==> config.mk <==
export PLATFORM = sky130hd
export DESIGN_NAME = mul_div_unit
export DESIGN_NICKNAME = d
export VERILOG_FILES = /design/src/rtl/mul_div_pkg.sv /design/src/rtl/mdu_sign_fix.sv /design/src/rtl/mul_div_unit.sv
export SDC_FILE = /design/constraint.sdc
export NUM_CORES = 1
export LEC_CHECK = 0
export ABC_AREA = 1
export ABC_CLOCK_PERIOD_IN_PS = 2400
export BUFFER_PORTS_ARGS = -buffer_cell sky130_fd_sc_hd__buf_2
export CORE_AREA = 5 5 150 152
export CTS_BUF_LIST = sky130_fd_sc_hd__clkbuf_8
export CTS_CLUSTER_DIAMETER = 120
export DETAILED_ROUTE_END_ITERATION = 8
export DIE_AREA = 0 0 155 157
export HOLD_SLACK_MARGIN = 0.15
export PLACE_DENSITY_LB_ADDON = 0.2
export SLEW_MARGIN = 0
export SYNTH_ARGS = -nofsm -noshare
export SYNTH_HDL_FRONTEND = slang
export SYNTH_SLANG_ARGS = --single-unit
==> constraint.sdc <==
create_clock -name clk -period 2.4 [get_ports clk]
set_clock_uncertainty 0.15 [all_clocks]
set_input_delay 0.48 -clock clk [delete_from_list [all_inputs] [get_ports clk]]
set_output_delay 0.48 -clock clk [all_outputs]
set_load 0.1 [all_outputs]
==> src/rtl/mul_div_pkg.sv <==
// Shared constants, FSM encoding and flag struct for the RV32M multiply/divide unit.
// The divider-specific flag fields exist only when MUL_DIV_DIVIDE_EN is defined.
package mul_div_pkg;

  localparam logic [2:0] OP_MUL    = 3'b000;
  localparam logic [2:0] OP_MULH   = 3'b001;
  localparam logic [2:0] OP_MULHSU = 3'b010;
  localparam logic [2:0] OP_MULHU  = 3'b011;
  localparam logic [2:0] OP_DIV    = 3'b100;
  localparam logic [2:0] OP_DIVU   = 3'b101;
  localparam logic [2:0] OP_REM    = 3'b110;
  localparam logic [2:0] OP_REMU   = 3'b111;

  localparam int unsigned ITER_COUNT = 32;
  localparam int unsigned LATENCY    = 34;
  localparam int unsigned CNT_W      = $clog2(ITER_COUNT);

  typedef enum logic [1:0] {
    IDLE = 2'd0,
    CALC = 2'd1,
    FIX  = 2'd2,
    DONE = 2'd3
  } mdu_state_e;

  // Sign corrections decided when the operands are latched.
  typedef struct packed {
    logic neg_p;
`ifdef MUL_DIV_DIVIDE_EN
    logic neg_q;
    logic neg_r;
`endif
  } mdu_flags_t;

endpackage

==> src/rtl/mdu_sign_fix.sv <==
// FIX-stage logic: applies sign correction to the magnitude result and selects
// product half, quotient or remainder. Divide ops are gated by MUL_DIV_DIVIDE_EN.
module mdu_sign_fix
  import mul_div_pkg::*;
#(
  parameter int XLEN = 32
) (
  input  logic [2:0]      op,
  input  logic [XLEN-1:0] hi,
  input  logic [XLEN-1:0] lo,
  input  mdu_flags_t      flags,
  output logic [XLEN-1:0] result,
  output logic            err
);

  logic [2*XLEN-1:0] prod;

  always_comb begin
    result = '0;
    err    = 1'b0;
    prod   = flags.neg_p ? (~{hi, lo} + (2*XLEN)'(1)) : {hi, lo};
    case (op)
      OP_MUL:                        result = prod[XLEN-1:0];
      OP_MULH, OP_MULHSU, OP_MULHU:  result = prod[2*XLEN-1:XLEN];
`ifdef MUL_DIV_DIVIDE_EN
      // Quotient accumulates in lo, remainder in hi.
      OP_DIV, OP_DIVU:               result = flags.neg_q ? (~lo + XLEN'(1)) : lo;
      OP_REM, OP_REMU:               result = flags.neg_r ? (~hi + XLEN'(1)) : hi;
`endif
      default: begin
        result = '0;
        err    = 1'b1;
      end
    endcase
  end

endmodule

==> src/rtl/mul_div_unit.sv <==
// Iterative RV32M multiply/divide unit: 32-cycle shift-add multiplier and restoring
// divider over operand magnitudes. Divider compiled in only with MUL_DIV_DIVIDE_EN.
module mul_div_unit
  import mul_div_pkg::*;
#(
  parameter int XLEN = 32
) (
  input  logic            clk,
  input  logic            rst,
  input  logic            start,
  input  logic [2:0]      funct3,
  input  logic [XLEN-1:0] output_data1,
  input  logic [XLEN-1:0] input_alu,
  input  logic            flush,
  output logic            busy,
  output logic            done,
  output logic [XLEN-1:0] result,
  output logic            err,
  output mdu_state_e      state_dbg
);

  // Handshake: start is taken only in IDLE (and not while flush is high); busy is
  // high until the op retires; done pulses for one cycle with result/err valid,
  // and the next start is accepted from the following cycle onward.

  mdu_state_e       state_q, state_d;
  logic [CNT_W-1:0] count_q, count_d;
  logic [2:0]       op_q, op_d;
  logic [XLEN-1:0]  hi_q, hi_d;
  logic [XLEN-1:0]  lo_q, lo_d;
  logic [XLEN-1:0]  m_q, m_d;
  mdu_flags_t       flags_q, flags_d;
  logic [XLEN-1:0]  result_q, result_d;
  logic             err_q, err_d;

  logic             a_signed, b_signed, a_neg, b_neg;
  logic [XLEN-1:0]  a_mag, b_mag;
  logic [XLEN:0]    mul_sum;
  logic [XLEN:0]    div_sh;
  logic [XLEN-1:0]  fix_result;
  logic             fix_err;

  // MULHSU and MULHU treat B as unsigned; MULHU and the U divides treat A as unsigned.
  always_comb begin
    a_signed = (funct3 != OP_MULHU) && (funct3 != OP_DIVU) && (funct3 != OP_REMU);
    b_signed = a_signed && (funct3 != OP_MULHSU);
    a_neg    = a_signed && output_data1[XLEN-1];
    b_neg    = b_signed && input_alu[XLEN-1];
    a_mag    = a_neg ? (~output_data1 + XLEN'(1)) : output_data1;
    b_mag    = b_neg ? (~input_alu + XLEN'(1)) : input_alu;
  end

  mdu_sign_fix #(.XLEN(XLEN)) u_sign_fix (
    .op     (op_q),
    .hi     (hi_q),
    .lo     (lo_q),
    .flags  (flags_q),
    .result (fix_result),
    .err    (fix_err)
  );

  always_comb begin
    state_d  = state_q;
    count_d  = count_q;
    op_d     = op_q;
    hi_d     = hi_q;
    lo_d     = lo_q;
    m_d      = m_q;
    flags_d  = flags_q;
    result_d = result_q;
    err_d    = err_q;
    mul_sum  = '0;
    div_sh   = '0;

    case (state_q)
      IDLE: begin
        if (start && !flush) begin
          op_d          = funct3;
          count_d       = '0;
          hi_d          = '0;
          flags_d       = '0;
          m_d           = a_mag;
          lo_d          = b_mag;
          flags_d.neg_p = a_neg ^ b_neg;
`ifdef MUL_DIV_DIVIDE_EN
          if (funct3[2]) begin
            m_d   = b_mag;
            lo_d  = a_mag;
            // Divide by zero keeps the all-ones quotient unsigned-looking.
            flags_d.neg_q = (a_neg ^ b_neg) && (input_alu != '0);
            flags_d.neg_r = a_neg;
          end
`endif
          state_d = CALC;
        end
      end
      CALC: begin
        mul_sum = {1'b0, hi_q} + (lo_q[0] ? {1'b0, m_q} : '0);
        hi_d    = mul_sum[XLEN:1];
        lo_d    = {mul_sum[0], lo_q[XLEN-1:1]};
`ifdef MUL_DIV_DIVIDE_EN
        if (op_q[2]) begin
          div_sh = {hi_q, lo_q[XLEN-1]};
          if (div_sh >= {1'b0, m_q}) begin
            hi_d = div_sh[XLEN-1:0] - m_q;
            lo_d = {lo_q[XLEN-2:0], 1'b1};
          end else begin
            hi_d = div_sh[XLEN-1:0];
            lo_d = {lo_q[XLEN-2:0], 1'b0};
          end
        end
`endif
        count_d = count_q + CNT_W'(1);
        if (count_q == CNT_W'(ITER_COUNT - 1)) begin
          state_d = FIX;
        end
      end
      FIX: begin
        result_d = fix_result;
        err_d    = fix_err;
        state_d  = DONE;
      end
      DONE: begin
        state_d = IDLE;
      end
      default: begin
        state_d = IDLE;
      end
    endcase

    // An aborted op must leave the visible result untouched.
    if (flush) begin
      state_d  = IDLE;
      result_d = result_q;
      err_d    = err_q;
    end
  end

  always_ff @(posedge clk) begin
    if (rst) begin
      state_q  <= IDLE;
      count_q  <= '0;
      op_q     <= '0;
      hi_q     <= '0;
      lo_q     <= '0;
      m_q      <= '0;
      flags_q  <= '0;
      result_q <= '0;
      err_q    <= 1'b0;
    end else begin
      state_q  <= state_d;
      count_q  <= count_d;
      op_q     <= op_d;
      hi_q     <= hi_d;
      lo_q     <= lo_d;
      m_q      <= m_d;
      flags_q  <= flags_d;
      result_q <= result_d;
      err_q    <= err_d;
    end
  end

  assign busy      = (state_q != IDLE);
  assign done      = (state_q == DONE);
  assign result    = result_q;
  assign err       = err_q;
  assign state_dbg = state_q;

endmodule

After elaboration in Yosys (flattened, before gate mapping)
Index checks and enable logic that the tools add are counted.
W data, S select, Z words.

word-level totals
  register bits = 140
  bits of input ports = 71

cells by class
  add/subtract/negate cells = 5
  equality and inequality tests = 13
  mux-type cells = 15
  bitwise logic cells = 5
  reduce and logical (&&, ||, !) cells = 18

operators by type and width
  operator                 count
  $pmux W32 S2             3
  $mux W32                 5
  $add A32 B1 Y32 const B  2
  $add A64 B1 Y64 const B  1
  $mux W64                 1
  $not A32 Y32             2
  $not A64 Y64             1
  $add A32 B32 Y33         1
  $pmux W5 S2              1
  $pmux W2 S4              1
  $reduce_and A2 Y1        4
  $eq A3 B2 Y1 const B     2
  $logic_and A1 B1 Y1      6
  $ne A3 B2 Y1 const B     2
  $ne A3 B3 Y1 const B     2
  $add A5 B1 Y5 const B    1
  $eq A5 B5 Y1 const B     1
  $mux W5                  1
  $eq A2 B2 Y1 const B     2
  $mux W2                  2
  $ne A2 B2 Y1 const B     2
  $reduce_bool A2 Y1       2
  $reduce_or A4 Y1         1
  $eq A3 B1 Y1 const B     1
  other kinds (9)          9

Logic depth before layout (Yosys ltp)
Gate-level depths: netlist of the first run.

  depth after elaboration = 8
  gate-level depth with buffers = 20

Cells and area by module
Synthesis of the first run repeated with hierarchy kept, for this count alone.

unflattened totals
  cell total of the unflattened synthesis = 2237
  area, all modules = 12482.0 sq um

by module, submodules not included
  module        times used  cells each  area each (sq um)  seq. area each (sq um)
  mul_div_unit  1           1661        9846.9             2802.7
  mdu_sign_fix  1           576         2635.0             0.0

Worst setup path before layout of the first run
No wires, ideal clock.

  path kind = register to register
  start point = reg state_q[0] (netlist: state_dbg[0])
  end point = reg lo_q[10]
  library setup time = 95 ps
  arrival time = 2738 ps
  path slack = -583 ps
  stages on the path, launching flop included = 9
  path buffers = 1
  cell sequence = dfxtp_1 > inv_1 > ha_1 > inv_2 > a21oi_1 > a21oi_2 > inv_2 > clkbuf_1 > a221oi_1

on the way
  word-level cells in the longest chain between the ends = 3
  elaborated cells on any way between the ends = 6
  classes of those cells = 2 x eq/ne; 1 x mux; 3 x reduce/logical

RTL lines
  item                                                          RTL line             text
  start, declared                                               mul_div_unit.sv:26   mdu_state_e state_q, state_d;
  start signal, assigned                                        mul_div_unit.sv:151  state_q <= state_d;
  $eq A2 B1 Y1 or $logic_not A2 Y1 (tied branches)              mul_div_unit.sv:75   case (state_q)
  $reduce_bool A2 Y1 (no line) or $ne A2 B2 Y1 (tied branches)  -
  $reduce_and A2 Y1 (no line)                                   -
  end signal, assigned                                          mul_div_unit.sv:155  lo_q <= lo_d;
  end, declared                                                 mul_div_unit.sv:30   logic [XLEN-1:0] lo_q, lo_d;

Several ways; a longest one is shown, not always the timed one.
A chain may end at the register's enable or synchronous reset.

Worst setup path in the final report of the first run
  start point = reg lo_q[0]
  end point = reg hi_q[29]

on the way
  word-level cells in the longest chain between the ends = 3

RTL lines
  item                  RTL line             text
  $mux W32              mul_div_unit.sv:98   mul_sum = {1'b0, hi_q} + (lo_q[0] ? {1'b0, m_q} : '0);
  $add A32 B32 Y33      mul_div_unit.sv:98
  $pmux W32 S2          mul_div_unit.sv:75
  end signal, assigned  mul_div_unit.sv:154  hi_q <= hi_d;
  end, declared         mul_div_unit.sv:29   logic [XLEN-1:0] hi_q, hi_d;

No other way between the ends.

==> flow_summary_export.csv, run 1 <==
group,metric,value,unit
outcome,outcome,"finished, final reports clean",
floorplan,chipWidth,155,um
synth,ys_top_cells_by_area,"dfxtp_1, nand2_1, a21oi_1",
clock_network,clk_pin_slew,0.10,ns
timing,slew_headroom,51.2,%
synth,yosysUniqueCellTypes,52,
critical_path,path_cells,"buf_12 -> buf_4 -> nand2_1 -> inv_1 -> ha_4 -> a21oi_1 -> o21ai_1 -> a21oi_2 -> nor2_1 -> nor2_1 -> nand2_1 -> nand2_1 -> nand3_1 -> a21oi_1",
route,first_pass_iters,6,
place,post-dp-hpwl,33000,um
timing,worstMarginPinSlew,0.730,ns
power,peakVddDrop,337,uV
global_route,first_global_vias,13100,
synth,ys_seq_area_share,23.8,%
timing,slew_viol_final,0,
global_route,grt_max_degree,92,
power,power,7290,uW
route,ant_nets,0,
floorplan,rows,53,
route,dr_total_vias,14200,
synth,synth_edf_count,0,
critical_path,required,2.67,ns
critical_path,cp-start-kind,"flop",
floorplan,die-area,24300,um^2
synth,syn_nets,2124,
clock_network,cts_made_buffers,17,
floorplan,pin_count,108,
power,leakage,0.00700,uW
route,drc,0,
synth,synth_top_area_cell,"dfxtp_1",
run,max_cap_viol_count,0,
critical_path,arrival,2.63,ns
finish,nets,2304,
critical_path,setup.worst_path.end_class,"flop",
synth,synth_cells,2011,
finish,drive_above_1_share,21.4,%
timing,setup_viol,0,
clock_network,clock_path_buffers,2,
route,drtIter0Drc,1618,
timing,worst_slack,0.0447,ns
floorplan,core_area,20900,um^2
synth,synth_top_area_share,23.8,%
timing,report.final.hold_viol_count,0,
timing,min_period,2.36,ns
critical_path,cpMaxStageDelayCell,"dfxtp_4",
global_route,overflow,0,
finish,final_util,69.4,%
place,io_buffers,107,
synth,synthArstFlopShare,0,%
synth,synth_ff_type,"dfxtp_1",
route,via_per_inst,5.72,
worst_hold_path,hold_class,"in2reg",
synth,synth_warnings,0,
global_route,grt_usage,34.0,%
timing,rsz0062_at_grt,"true",
critical_path,crit_type,"reg2reg",
place,place_ws,-0.0864,ns
clock_network,tritoncts,"done",
synth,netlist_area,11800,um^2
global_route,antenna_found_initial,0,
power,pwr_density_cell,503,nW/um^2
critical_path,cp_max_fo,13,
timing,post-route-period-util,98.1,%
finish,antennaDiodeCount,0,
timing,hold_ws,0.162,ns
floorplan,die_h,157,um
route,wl_per_cell,17.3,um
clock_network,clockRootBuffer,"clkbuf_8",
global_route,grt_first_pass_wirelength,66300,um
route,routed_wl,43000,um
floorplan,initial_utilization,56.4,%
synth,synth.avg_cell_area,5.85,um^2
finish,syn_to_final_growth,23.1,%
critical_path,max_stage_delay,0.39,ns
place,place.gp.congestion,1.04,
clock_network,cts.sinks,140,
clock_network,clk_latency,0.49,ns
critical_path,critPathMostFrequentCell,"nand2_1",
clock_network,htreeDepth,4,
timing,fmax,0.425,GHz
synth,ys_seq_elements,140,
[area by class of cell]
class / count / area, um^2
fillers: 1907 / 6400
repair buffers: 234 / 1590
flip-flops and latches: 140 / 2820
well taps: 275 / 344
clock inverters: 13 / 163
clock buffers: 19 / 262
inverters: 214 / 808
multi-input cells: 1584 / 8510
[synth_stat cells, types with 18 or more instances]
| cell type | instances |
|---|---|
| dfxtp_1 | 140 |
| clkbuf_1 | 47 |
| inv_1 | 201 |
| a21oi_1 | 207 |
| o21ai_1 | 32 |
| nand3_1 | 176 |
| o211ai_1 | 20 |
| ha_1 | 41 |
| buf_2 | 18 |
| nor3_1 | 24 |
| nand4_1 | 27 |
| nand2_1 | 567 |
| o21ai_0 | 100 |
| nor2_1 | 228 |
| xor2_1 | 24 |
[cells in the final DEF, fill, tap and decap left out, types with 6 or more instances in the layout]
cell and n:
a21oi_1 178, a21oi_2 29, a21oi_4 6, buf_12 7
buf_2 106, buf_4 118, clkbuf_8 19, dfxtp_1 136
ha_1 17, ha_4 21, inv_1 194, inv_2 18
nand2_1 536, nand2_2 39, nand2_4 9, nand3_1 172
nand3_2 6, nand3b_1 17, nand4_1 27, nor2_1 213
nor2_2 21, nor2_4 9, nor3_1 20, o211ai_1 20
o21a_1 6, o21ai_0 82, o21ai_1 44, o21ai_2 10
o21bai_1 8, or2_2 13, xor2_1 24
[routing by layer]
layer  vias to the layer above  track usage [%]  part of all wire (%)
met1                      6449             42.0                    40
met4                         0             18.8                   6.0
met5                         -                0                     0
met2                       611             57.7                    47
li1                       6972                -                     -
met3                       144             4.01                   6.8
[worst max-delay path: cells and delay by family (launching register included)]
family	cells	cell delay (ns)
compound gates	4	0.72
flops	1	0.39
fa+ha+maj	1	0.23
buf+inv	3	0.38
simple gates	6	0.44
[flip-flops by register name, indices dropped and copies added, names as in the netlist]
signal	cells
hi_q	32
lo_q	32
m_q	32
result	32
count_q	5
op_q	3
state_dbg	2
err	1
flags_q	1
[stage by stage]
step / setup TNS (ns) / instance area (um^2) / cells
5_1_grt: -0.867 / 14500 / 2479
3_3_place_gp: -0.481 / 13300 / 2439
3_5_place_dp: -1.19 / 13300 / 2439
4_1_cts: -0.00140 / 13800 / 2472
2_1_floorplan: 0 / 11800 / 2011
6_report: 0 / 14500 / 2479
[final timing paths]
kind | from | cells past startpoint | to | slack [ns]
setup reg to reg | lo_q[0] | 14 | hi_q[29] | 0.04
hold / removal | funct3[0] | 3 | op_q[0] | 0.16
setup / recovery | lo_q[0] | 14 | hi_q[29] | 0.04
hold reg to reg | result[0] | 2 | result[0] | 0.32
[logic make-up after synthesis]
group | synth area share [%]
flops | 23.8
simple gates | 40.4
buf+inv | 9.50
fa+ha+maj | 4.53
compound gates | 19.6
xor+xnor | 2.16
[where the power goes]
part / total (uW) / switching, uW / internal, uW
combinational: 2540 / 1700 / 842
sequential: 2620 / 165 / 2450
clock: 2130 / 1040 / 1090
total: 7290 / 2910 / 4380
[timing repair]
action | in CTS | in global routing
endpoints found under the setup margin | 29 | 52
hold buffers | 1 | 0
gates cloned | 0 | 0
gates resized for setup | 16 | 153
pin swaps | 1 | 24
hold endpoints to repair | 1 | 0
setup buffers | 0 | 7
No activity file was read; power rests on OpenSTA's default activity.
==> run 2: changes to the inputs <==
- RECOVER_POWER: unset -> 25
==> flow_summary_export.csv, run 2 (same netlist as run 1, synthesis figures left out) <==
group,metric,value,unit
global_route,first_global_vias,13100,
route,drtIter0Drc,1557,
power,peakVddDrop,336,uV
floorplan,initial_utilization,56.4,%
finish,syn_to_final_growth,23.0,%
critical_path,cpMaxStageDelayCell,"dfxtp_4",
critical_path,max_stage_delay,0.39,ns
place,post-dp-hpwl,33000,um
timing,fmax,0.424,GHz
outcome,outcome,"finished, final reports clean",
critical_path,r2r_slack,0.04,ns
timing,post-route-period-util,98.2,%
clock_network,clk_latency,0.48,ns
power,power,7280,uW
critical_path,crit_type,"reg2reg",
global_route,antenna_found_initial,0,
critical_path,path_cells,"nand2_1 -> inv_1 -> ha_2 -> inv_2 -> fa_2 -> inv_2 -> nand3_4 -> nand2_4 -> nand3_2 -> nand2_2 -> nand2_2 -> nand2_2 -> nand2_2 -> nand2_2 -> nand2_2 -> nand2_1 -> nand2_1 -> a21oi_1",
clock_network,tritoncts,"done",
clock_network,clk_pin_slew,0.09,ns
global_route,grt_max_degree,92,
timing,slew_viol_final,0,
critical_path,cp_max_fo,5,
place,place.gp.congestion,1.04,
global_route,grt_first_pass_wirelength,66300,um
finish,finalNonFillerCells,2479,
floorplan,die-area,24300,um^2
run,max_cap_viol_count,0,
clock_network,cts.sinks,140,
finish,mostFrequentLayoutCells,"nand2_1, nor2_1, inv_1, a21oi_1, nand3_1",
clock_network,cts_made_buffers,17,
floorplan,pin_count,108,
finish,antennaDiodeCount,0,
clock_network,clock_path_buffers,2,
route,via_per_inst,5.70,
route,first_pass_iters,6,
critical_path,cp-start-kind,"flop",
timing,setup_viol,0,
place,dp.cells,2439,
finish,drive_above_1_share,21.3,%
timing,min_period,2.36,ns
clock_network,clockRootBuffer,"clkbuf_8",
route,routed_wl,43000,um
timing,rsz0062_at_grt,"true",
timing,slew_headroom,52.1,%
global_route,grt_usage,34.0,%
timing,report.final.hold_viol_count,0,
route,wl_per_cell,17.4,um
clock_network,htreeDepth,4,
floorplan,rows,53,
route,drc,0,
global_route,overflow,0,
finish,nets,2304,
power,leakage,0.00696,uW
critical_path,critPathMostFrequentCell,"nand2_2",
floorplan,core_area,20900,um^2
floorplan,chipWidth,155,um
critical_path,setup.worst_path.end_class,"flop",
power,pwr_density_cell,503,nW/um^2
place,dpl_cell_area,13300,um^2
finish,final_common_cell,"nand2_1",
timing,worstMarginPinSlew,0.717,ns
place,io_buffers,107,
finish,final_area,14500,um^2
route,dr_total_vias,14100,
timing,fin_setup_tns,0,ns
worst_hold_path,hold_class,"in2reg",
route,ant_nets,0,
critical_path,arrival,2.61,ns
critical_path,required,2.65,ns
floorplan,die_h,157,um
## run 2: cell count changes in the layout (fill, tap and decap cells not counted), sizes merged
cell / delta
buf: -36
clkbuf: +36
## run 2: worst paths after layout
path / to / startpoint / cells past startpoint
worst max-delay path: hi_q[31] / lo_q[0] / 18
worst min-delay path: op_q[0] / funct3[0] / 3
worst max register to register: hi_q[31] / lo_q[0] / 18
worst min register to register: result[0] / result[0] / 2
## run 2: critical path, delay by kind of cell, from the launching register on
kind,cells,cell delay (ns)
and+or+nand+nor,12,0.85
DFF,1,0.39
buffers and inverters,3,0.19
AOI/OAI and AO/OA,1,0.16
adders and majority gates,2,0.54
## run 2: layout make-up
class / count / area [um^2]
Multi-Input combinational cell: 1584 / 8510
Tap cell: 275 / 344
Inverter: 214 / 808
Clock inverter: 13 / 163
Sequential cell: 140 / 2820
Timing Repair Buffer: 234 / 1590
Fill cell: 1908 / 6400
Clock buffer: 19 / 262
## run 2: power by group
group | switching, uW | leakage, uW | total, uW | internal (uW)
sequential | 166 | 0.00114 | 2620 | 2450
combinational | 1700 | 0.00561 | 2540 | 841
clock | 1040 | 0.000215 | 2130 | 1090
## run 2: layer usage
metal  part of all wire, %  global-route usage (%)  wire length, um
met1                    41                    42.0            17500
met2                    47                    57.7            20300
met3                   6.2                    4.01             2680
met4                   5.9                    18.8             2520
met5                     0                       0                0
## run 2: what timing repair did
item                                    4_1_cts  5_1_grt
pin swaps                                     1       24
setup buffers                                 0        7
hold endpoints to repair                      1        0
hold buffers                                  1        0
resized for setup                            16      153
endpoints found under the setup margin       29       52
## run 2: metrics by stage
stage,setup WS (ns),util [%],hold WS (ns)
2_1_floorplan,0.00357,-,0.294
3_3_place_gp,-0.122,63.8,0.298
3_5_place_dp,-0.0864,63.8,0.304
4_1_cts,-0.00140,66.1,0.153
5_1_grt,-0.109,69.4,0.186
6_report,0.0432,69.4,0.164
==> run 3: changes to the inputs <==
--- a/config.mk
+++ b/config.mk
@@ -10,3 +10,3 @@
 export BUFFER_PORTS_ARGS = -buffer_cell sky130_fd_sc_hd__buf_2
-export CORE_AREA = 5 5 150 152
+export CORE_AREA = 8 8 171 173
 export CTS_BUF_LIST = sky130_fd_sc_hd__clkbuf_8
@@ -14,3 +14,3 @@
 export DETAILED_ROUTE_END_ITERATION = 8
-export DIE_AREA = 0 0 155 157
+export DIE_AREA = 0 0 179 181
 export HOLD_SLACK_MARGIN = 0.15
--- a/constraint.sdc
+++ b/constraint.sdc
@@ -4,2 +4,2 @@
 set_output_delay 0.48 -clock clk [all_outputs]
-set_load 0.1 [all_outputs]
+set_load 0.05 [all_outputs]
==> flow_summary_export.csv, run 3 (same netlist as run 1, synthesis figures left out) <==
group,metric,value,unit
outcome,outcome,"finished, final reports clean",
finish,drive_above_1_share,19.7,%
route,ant_nets,0,
timing,fmax,0.431,GHz
place,post-dp-hpwl,33000,um
power,p_switching,2810,uW
finish,syn_to_final_growth,23.1,%
clock_network,htreeDepth,4,
critical_path,cp_max_fo,16,
power,p_int,4230,uW
route,routed_wl,42900,um
critical_path,path_cells,"buf_12 -> buf_12 -> nand2_1 -> inv_1 -> ha_4 -> buf_4 -> nand2_1 -> nor2_2 -> nand2_1 -> nor3_2 -> nand2_1 -> nand2_1 -> nand2_1 -> nand3_1 -> a21oi_1",
floorplan,die_h,181,um
critical_path,crit_type,"reg2reg",
timing,hold_ws,0.188,ns
floorplan,initial_utilization,44.4,%
finish,multi_input_area,8640,um^2
clock_network,clock_path_buffers,2,
floorplan,core_area,26500,um^2
run,max_cap_viol_count,0,
critical_path,r2r_slack,0.08,ns
timing,setup_viol,0,
critical_path,setup.worst_path.end_class,"flop",
clock_network,clockRootBuffer,"clkbuf_8",
critical_path,required,2.58,ns
global_route,overflow,0,
critical_path,path_buf_inv,4,
finish,finalNonFillerCells,2523,
critical_path,max_stage_delay,0.37,ns
finish,antennaDiodeCount,0,
place,io_buffers,107,
timing,worstMarginPinSlew,0.711,ns
clock_network,tritoncts,"done",
power,pwr_density_cell,486,nW/um^2
global_route,grt_usage,25.6,%
floorplan,chipWidth,179,um
timing,min_period,2.32,ns
finish,final_common_cell,"nand2_1",
timing,report.final.hold_viol_count,0,
power,peakVddDrop,319,uV
critical_path,arrival,2.50,ns
power,seq_power_share,37.1,%
route,via_per_inst,5.50,
clock_network,clk_pin_slew,0.09,ns
finish,regArea,2810,um^2
route,drc,0,
timing,slew_viol_final,0,
route,first_pass_iters,5,
power,leakage,0.00676,uW
critical_path,cp-start-kind,"flop",
finish,nets,2283,
global_route,grt_first_pass_wirelength,66700,um
power,clock_power_share,27.9,%
global_route,first_global_vias,13200,
finish,mostFrequentLayoutCells,"nand2_1, nor2_1, inv_1, nand3_1, a21oi_1",
clock_network,clk_latency,0.47,ns
power,p_comb_share,35.1,%
floorplan,die-area,32400,um^2
timing,slew_headroom,52.6,%
route,wl_per_cell,17.0,um
place,place.gp.congestion,1.01,
global_route,antenna_found_initial,0,
clock_network,cts_made_buffers,17,
clock_network,cts.sinks,140,
timing,post-route-period-util,96.7,%
critical_path,critPathMostFrequentCell,"nand2_1",
route,drtIter0Drc,1306,
place,dp.cells,2481,
route,dr_total_vias,13900,
timing,rsz0062_at_grt,"true",
floorplan,rows,60,
critical_path,critPathTopFamily,"simple AND/OR/NAND/NOR gates",
critical_path,cpMaxStageDelayCell,"dfxtp_4",
global_route,grt_max_degree,92,
power,power,7040,uW
worst_hold_path,hold_class,"in2reg",
floorplan,pin_count,108,
power,switching_share,40.0,%
finish,fillerInstances,2748,
run 3: cell count changes in the layout (fill, tap and decap cells not counted), sizes merged:
| cell | delta |
|---|---|
| bufinv | -1 |
| dlygate4sd3 | +4 |
| buf | -25 |
| inv | -2 |
| clkinvlp | +1 |
| clkinv | +2 |
| clkbuf | -1 |
run 3: final cells by class:
type	count	area share (%)
Clock buffer	18	1.71
Clock inverter	13	0.975
Inverter	214	5.56
Multi-Input combinational cell	1584	59.6
Sequential cell	140	19.4
Tap cell	341	2.94
Timing Repair Buffer	213	9.81
run 3: worst paths after layout:
| path | start | end | depth (start not counted) |
|---|---|---|---|
| max | lo_q[0] | hi_q[27] | 15 |
| min | input_alu[0] | lo_q[0] | 3 |
| max reg2reg | lo_q[0] | hi_q[27] | 15 |
| min reg2reg | result[0] | result[0] | 2 |
run 3: through the flow:
stage          setup slack [ns]  cell area (um^2)  utilization, %  TNS (ns)
5_1_grt                 -0.0594             14500            54.7    -0.380
2_1_floorplan           0.00356             11800               -         0
3_3_place_gp             -0.147             13300            50.1    -0.406
6_report                 0.0800             14500            54.7         0
3_5_place_dp             -0.133             13300            50.1    -0.673
4_1_cts                 0.00466             13800            51.9         0
run 3: power groups by stage:
stage / Sequential (uW) / Combinational [uW] / Clock [uW]
after floorplan: 2630 / 1580 / 0
after global placement: 2660 / 2350 / 0
final: 2610 / 2470 / 1960
after CTS: 2610 / 2380 / 2000
after global routing: 2630 / 2710 / 2090
after detailed placement: 2660 / 2360 / 0
run 3: tightest hold or removal path: stages:
cell     delay, ns
buf_2         0.10
nand2_1       0.08
a31oi_1       0.10
run 3: what timing repair did:
| action | CTS | global route |
|---|---|---|
| buffers inserted | 1 | 5 |
| hold buffers | 5 | 0 |
| pin swaps | 1 | 24 |
| setup endpoints to repair | 22 | 52 |
| endpoints found under the hold margin | 5 | 0 |
| gates resized for setup | 15 | 179 |
run 3: layer usage:
| metal | share of wire [%] | GRT usage [%] |
|---|---|---|
| met1 | 43 | 31.4 |
| met2 | 49 | 44.5 |
| met3 | 5.3 | 3.15 |
| met4 | 3.5 | 9.76 |
| met5 | 0 | 0 |
